$ cat src/rtl/regfile_wb_arbiter_pkg.sv
// Shared register-file geometry and writeback payload types for the writeback arbiter.
package regfile_wb_arbiter_pkg;

    localparam int unsigned XLEN     = 16;
    localparam int unsigned REG_AW   = 3;
    localparam int unsigned NUM_REGS = 8;
    localparam logic [REG_AW-1:0] REG_ZERO = REG_AW'(0);

    typedef struct packed {
        logic [REG_AW-1:0] rd;
        logic [XLEN-1:0]   dat;
    } wb_req_t;

    typedef enum logic [1:0] {
        GNT_NONE = 2'd0,
        GNT_A    = 2'd1,
        GNT_B    = 2'd2
    } gnt_e;

endpackage

$ cat src/rtl/regfile_scoreboard.sv
// Busy-bit scoreboard: marks destinations in flight at issue, clears them at commit,
// and stalls issue on any RAW/WAW hazard against a busy register.
module regfile_scoreboard
    import regfile_wb_arbiter_pkg::*;
(
    input  logic                clk,
    input  logic                rst_n,
    input  logic                iss_valid,
    input  logic [REG_AW-1:0]   iss_rd,
    input  logic [REG_AW-1:0]   iss_rs1,
    input  logic [REG_AW-1:0]   iss_rs2,
    input  logic [REG_AW-1:0]   commit_rd,
    output logic                iss_stall,
    output logic [NUM_REGS-1:0] busy
);

    logic [NUM_REGS-1:0] busy_q;
    logic [NUM_REGS-1:0] busy_d;
    logic                iss_fire;

    always_comb begin
        iss_stall = 1'b1;
        if (rst_n) begin
            iss_stall = iss_valid && (busy_q[iss_rs1] || busy_q[iss_rs2] || busy_q[iss_rd]);
        end
        iss_fire = iss_valid && !iss_stall && (iss_rd != REG_ZERO);
    end

    // Clear before set so a same-cycle set of the committing register wins.
    always_comb begin
        busy_d = busy_q;
        if (commit_rd != REG_ZERO) begin
            busy_d[commit_rd] = 1'b0;
        end
        if (iss_fire) begin
            busy_d[iss_rd] = 1'b1;
        end
        busy_d[0] = 1'b0;
    end

    always_ff @(posedge clk) begin
        if (!rst_n) begin
            busy_q <= '0;
        end else begin
            busy_q <= busy_d;
        end
    end

    assign busy = busy_q;

endmodule

$ cat src/rtl/regfile_wb_arbiter.sv
// Writeback arbiter between ALU (A) and load unit (B): sole driver of the register
// file write port, with a starvation counter that lets A win after STARVE_MAX refusals.
module regfile_wb_arbiter
    import regfile_wb_arbiter_pkg::*;
#(
    parameter int unsigned STARVE_MAX = 3
) (
    input  logic                clk,
    input  logic                rst_n,
    input  logic                a_valid,
    output logic                a_ready,
    input  logic [REG_AW-1:0]   a_rd,
    input  logic [XLEN-1:0]     a_dat,
    input  logic                b_valid,
    output logic                b_ready,
    input  logic [REG_AW-1:0]   b_rd,
    input  logic [XLEN-1:0]     b_dat,
    input  logic                iss_valid,
    input  logic [REG_AW-1:0]   iss_rd,
    input  logic [REG_AW-1:0]   iss_rs1,
    input  logic [REG_AW-1:0]   iss_rs2,
    output logic                iss_stall,
    output logic [REG_AW-1:0]   rf_tgt,
    output logic [XLEN-1:0]     rf_tgt_dat,
    output logic [NUM_REGS-1:0] busy
);

    localparam int unsigned CNT_W = 4;
    localparam logic [CNT_W-1:0] STARVE_LIM = CNT_W'(STARVE_MAX);

    logic [CNT_W-1:0] starve_q;
    logic [CNT_W-1:0] starve_d;
    wb_req_t          wb_q;
    wb_req_t          wb_d;
    gnt_e             gnt;

    // B has priority unless A has been refused STARVE_MAX times in a row.
    always_comb begin
        gnt = GNT_NONE;
        if (rst_n) begin
            if (a_valid && (!b_valid || (starve_q == STARVE_LIM))) begin
                gnt = GNT_A;
            end else if (b_valid) begin
                gnt = GNT_B;
            end
        end
        a_ready = (gnt == GNT_A);
        b_ready = (gnt == GNT_B);
    end

    always_comb begin
        wb_d     = '0;
        starve_d = starve_q;
        case (gnt)
            GNT_A:   wb_d = '{rd: a_rd, dat: a_dat};
            GNT_B:   wb_d = '{rd: b_rd, dat: b_dat};
            default: wb_d = '0;
        endcase
        if (wb_d.rd == REG_ZERO) begin
            wb_d.dat = '0;
        end
        if (a_valid) begin
            if (gnt == GNT_A) begin
                starve_d = '0;
            end else if (starve_q != STARVE_LIM) begin
                starve_d = starve_q + CNT_W'(1);
            end
        end
    end

    always_ff @(posedge clk) begin
        if (!rst_n) begin
            wb_q     <= '0;
            starve_q <= '0;
        end else begin
            wb_q     <= wb_d;
            starve_q <= starve_d;
        end
    end

    assign rf_tgt     = wb_q.rd;
    assign rf_tgt_dat = wb_q.dat;

    regfile_scoreboard u_scoreboard (
        .clk       (clk),
        .rst_n     (rst_n),
        .iss_valid (iss_valid),
        .iss_rd    (iss_rd),
        .iss_rs1   (iss_rs1),
        .iss_rs2   (iss_rs2),
        .commit_rd (wb_q.rd),
        .iss_stall (iss_stall),
        .busy      (busy)
    );

endmodule

$ cat config.mk
export PLATFORM = sky130hd
export DESIGN_NAME = regfile_wb_arbiter
export DESIGN_NICKNAME = d
export VERILOG_FILES = /design/src/rtl/regfile_wb_arbiter_pkg.sv /design/src/rtl/regfile_scoreboard.sv /design/src/rtl/regfile_wb_arbiter.sv
export SDC_FILE = /design/constraint.sdc
export NUM_CORES = 1
export LEC_CHECK = 0
export ABC_AREA = 0
export CAP_MARGIN = 10
export CORE_MARGIN = 3
export CORE_UTILIZATION = 35
export DETAILED_ROUTE_END_ITERATION = 10
export GPL_TIMING_DRIVEN = 0
export MAX_ROUTING_LAYER = met4
export PLACE_DENSITY = 0.75
export SYNTH_ARGS = -nofsm -noshare
export SYNTH_HDL_FRONTEND = slang
export SYNTH_SLANG_ARGS = --single-unit
$ cat constraint.sdc
create_clock -name clk -period 6.25 [get_ports clk]
set_clock_uncertainty 0.15 [all_clocks]
set_input_delay 0.625 -clock clk [delete_from_list [all_inputs] [get_ports clk]]
set_output_delay 0.625 -clock clk [all_outputs]
set_load 0.01 [all_outputs]
==> summary.json <==
{
  "postRouteAntennaNets": 0,
  "main_combinational_cell_family_by_area_after_synthesis": "simple AND/OR/NAND/NOR gates",
  "clk_transition_reported_paths_ns": 0.06,
  "cts-root-buf": "sky130_fd_sc_hd__clkbuf_8",
  "setup_viol_count_final": 0,
  "regArea_um2": 601,
  "max_clock_freq_mhz": 278,
  "max_slew_violation_total_from_the_final_report": 0,
  "synth-edff-count": 0,
  "post_synth_fa_ha_maj_area_fraction_pct": 2.62,
  "routed_via_density": 5.23,
  "cts-resized-gates": 0,
  "first_global_vias": 1514,
  "postCtsHoldBufs": 0,
  "vdd.ir_drop.worst_uv": 111,
  "ys_ff_latch": 30,
  "critical_path_required_ns": 5.47,
  "worst_setup_path_start_kind": "input port",
  "ys.warnings.count": 0,
  "average_instance_area_after_synthesis_um2": 8.70,
  "yosysTopAreaCellShare_pct": 41.8,
  "initial_antenna_violation_count": 0,
  "synth.area.top_cells": "sky130_fd_sc_hd__dfxtp_1, sky130_fd_sc_hd__a22oi_1, sky130_fd_sc_hd__nor2_1",
  "dp.final_hpwl_um": 3260,
  "area_used_by_multi_input_combinational_logic_um2": 766,
  "num-fill-cells": 337,
  "grt_use_total_pct": 17.5,
  "clk-insertion-delay-late_ns": 0.28,
  "count_of_cell_types_in_the_netlist": 33,
  "post-synth-top-area-cell": "sky130_fd_sc_hd__dfxtp_1",
  "cts_tree": "done",
  "totalNegativeSetupSlack_ns": 0,
  "diodes": 0,
  "dieWidth_um": 70.0,
  "grt_overflow_total": 0,
  "max_cap_violations": 0,
  "synthesized_net_count": 220,
  "placement_rows": 22,
  "pwr_density_cell_nw_per_um2": 195,
  "drive_above_1_share_pct": 5.16,
  "yosysSeqAreaShare_pct": 41.8,
  "floorplan.die_area_um2": 4900,
  "layout_worst_path_cycle_share_pct": 57.5,
  "wire_per_inst_um": 13.8,
  "cp_data_arrival_time_ns": 2.82,
  "drc": 0,
  "final-hold-violation-count": 0,
  "drt-initial-drc-count": 135,
  "post-synth-top-count-cell": "sky130_fd_sc_hd__dfxtp_1",
  "worst-path-max-fanout": 8,
  "p_leak_uw": 0.000859,
  "cts_sinks": 30,
  "start_util_pct": 37.8,
  "cell_types_with_the_highest_counts_after_synthesis": "sky130_fd_sc_hd__dfxtp_1, sky130_fd_sc_hd__nor2_1, sky130_fd_sc_hd__a22oi_1, sky130_fd_sc_hd__nand3_1, sky130_fd_sc_hd__o21ai_0",
  "pre_cts_ws_ns": 2.65,
  "drt-pass1-iter-count": 4,
  "syn-cell-area_um2": 1440,
  "outcome": "completed",
  "clk_path_buf_depth": 2,
  "synth_to_final_area_change_pct": 66.7,
  "synth_xor_xnor_area_share_pct": 1.22,
  "cts_setup_buffers": 0,
  "grt_setup_unrepaired": "false",
  "grt_max_degree": 11,
  "finalWeightedCongestion": 0.960,
  "worst_hold_path_type": "reg -> reg",
  "synth-main-ff-cell": "sky130_fd_sc_hd__dfxtp_1",
  "area_fraction_in_compound_gates_after_synthesis_pct": 19.8,
  "num_io_pins": 82,
  "worst_setup_path_end_kind": "primary output",
  "cts_inserted_buffers": 5,
  "fin_ws_ns": 2.65,
  "finalCriticalPeriod_ns": 3.60,
  "grt_first_pass_wirelength_um": 6760,
  "num_vias": 1569,
  "die_h_um": 70.0,
  "post_synth_and_or_nand_nor_area_fraction_pct": 22.9,
  "wirelength_um": 4140,
  "final_nets": 306,
  "port_buffers": 79,
  "core-area_um2": 3800,
  "async_sr_flop_fraction_pct": 0,
  "synthCells": 165,
  "htreeDepth": 2,
  "criticalPathCategory": "in -> out",
  "synthMuxAreaShare_pct": 6.54
}
## final timing paths
check | start | to | slack [ns] | cells past startpoint
max | iss_rs2[1] | iss_stall | 2.65 | 6
min | starve_q[1] | starve_q[1] | 0.33 | 2
max reg2reg | starve_q[0] | rf_tgt_dat[10] | 3.07 | 12
min reg2reg | starve_q[1] | starve_q[1] | 0.33 | 2
## critical path: stages
cell and delay, ns:
sky130_fd_sc_hd__clkdlybuf4s50_1 0.57, sky130_fd_sc_hd__mux2i_1 0.21, sky130_fd_sc_hd__nor3b_1 0.06, sky130_fd_sc_hd__a2111o_1 0.50, sky130_fd_sc_hd__o32a_1 0.37, sky130_fd_sc_hd__clkdlybuf4s50_1 0.48
## cells by family (layout without fill, tap and decap cells)
logic type | Yosys count | in the layout
AND/OR/NAND/NOR | 66 | 66
AO/OA/AOI/OAI | 40 | 40
buffers and inverters | 15 | 102
multiplexers | 8 | 8
flip-flops | 30 | 30
other | 1 | 1
XOR/XNOR | 2 | 2
adder cells (fa/ha/maj) | 3 | 3
## registers in the layout, summed over array words and instances, names as in the netlist
name	count
rf_tgt	3
rf_tgt_dat	16
starve_q	4
u_scoreboard.busy	7
## placed cells by master (no fill, tap or decap)
| master | n |
|---|---|
| sky130_fd_sc_hd__a2111o_1 | 1 |
| sky130_fd_sc_hd__a211o_1 | 1 |
| sky130_fd_sc_hd__a21oi_1 | 3 |
| sky130_fd_sc_hd__a22oi_1 | 19 |
| sky130_fd_sc_hd__and3_1 | 1 |
| sky130_fd_sc_hd__buf_2 | 1 |
| sky130_fd_sc_hd__buf_4 | 1 |
| sky130_fd_sc_hd__buf_6 | 1 |
| sky130_fd_sc_hd__bufinv_16 | 1 |
| sky130_fd_sc_hd__clkbuf_1 | 7 |
| sky130_fd_sc_hd__clkbuf_8 | 5 |
| sky130_fd_sc_hd__clkdlybuf4s50_1 | 79 |
| sky130_fd_sc_hd__conb_1 | 1 |
| sky130_fd_sc_hd__dfxtp_1 | 30 |
| sky130_fd_sc_hd__ha_1 | 3 |
| sky130_fd_sc_hd__inv_1 | 7 |
| sky130_fd_sc_hd__mux2_2 | 1 |
| sky130_fd_sc_hd__mux2i_1 | 6 |
| sky130_fd_sc_hd__mux4_2 | 1 |
| sky130_fd_sc_hd__nand2_1 | 8 |
| sky130_fd_sc_hd__nand2b_1 | 1 |
| sky130_fd_sc_hd__nand3_1 | 15 |
| sky130_fd_sc_hd__nand3b_1 | 2 |
| sky130_fd_sc_hd__nand4_1 | 4 |
| sky130_fd_sc_hd__nand4bb_1 | 1 |
| sky130_fd_sc_hd__nor2_1 | 25 |
| sky130_fd_sc_hd__nor3_2 | 1 |
| sky130_fd_sc_hd__nor3b_1 | 3 |
| sky130_fd_sc_hd__nor4_1 | 4 |
| sky130_fd_sc_hd__o211ai_1 | 1 |
| sky130_fd_sc_hd__o21ai_0 | 9 |
| sky130_fd_sc_hd__o2bb2ai_1 | 1 |
| sky130_fd_sc_hd__o311ai_0 | 4 |
| sky130_fd_sc_hd__o32a_1 | 1 |
| sky130_fd_sc_hd__or3b_2 | 1 |
| sky130_fd_sc_hd__xor2_1 | 2 |
## metal layers
metal	vias up	routed length, µm	global-route usage [%]
met2	86	1820	26.9
li1	783	-	-
met5	-	0	-
met1	692	1710	19.8
met4	0	65	6.38
met3	8	541	8.35
## report_power, final
part / switching, µW / leakage [µW] / total (µW) / internal (µW)
registers: 4.54 / 0.000243 / 200 / 196
clock network: 67.1 / 0.0000524 / 186 / 119
logic: 30.9 / 0.000564 / 80.1 / 49.2
## layout make-up
| type | count | area share [%] |
|---|---|---|
| Timing Repair Buffer | 79 | 33.1 |
| Multi-Input combinational cell | 120 | 32.0 |
| Sequential cell | 30 | 25.1 |
| Clock buffer | 7 | 3.19 |
| Tap cell | 48 | 2.51 |
| Buffer | 8 | 1.78 |
| Clock inverter | 1 | 1.26 |
| Inverter | 7 | 1.10 |
## metrics by stage
step / power, µW / instances / hold slack, ns / util, % / instance area, µm²
after floorplan: 234 / 165 / 0.303 / - / 1440
after global placement: 284 / 292 / 0.315 / 60.2 / 2290
after detailed placement: 285 / 292 / 0.319 / 60.2 / 2290
after CTS: 470 / 300 / 0.327 / 63.0 / 2390
after global routing: 487 / 300 / 0.375 / 63.0 / 2390
final: 467 / 300 / 0.329 / 63.0 / 2390
No activity file was read; power rests on OpenSTA's default activity.
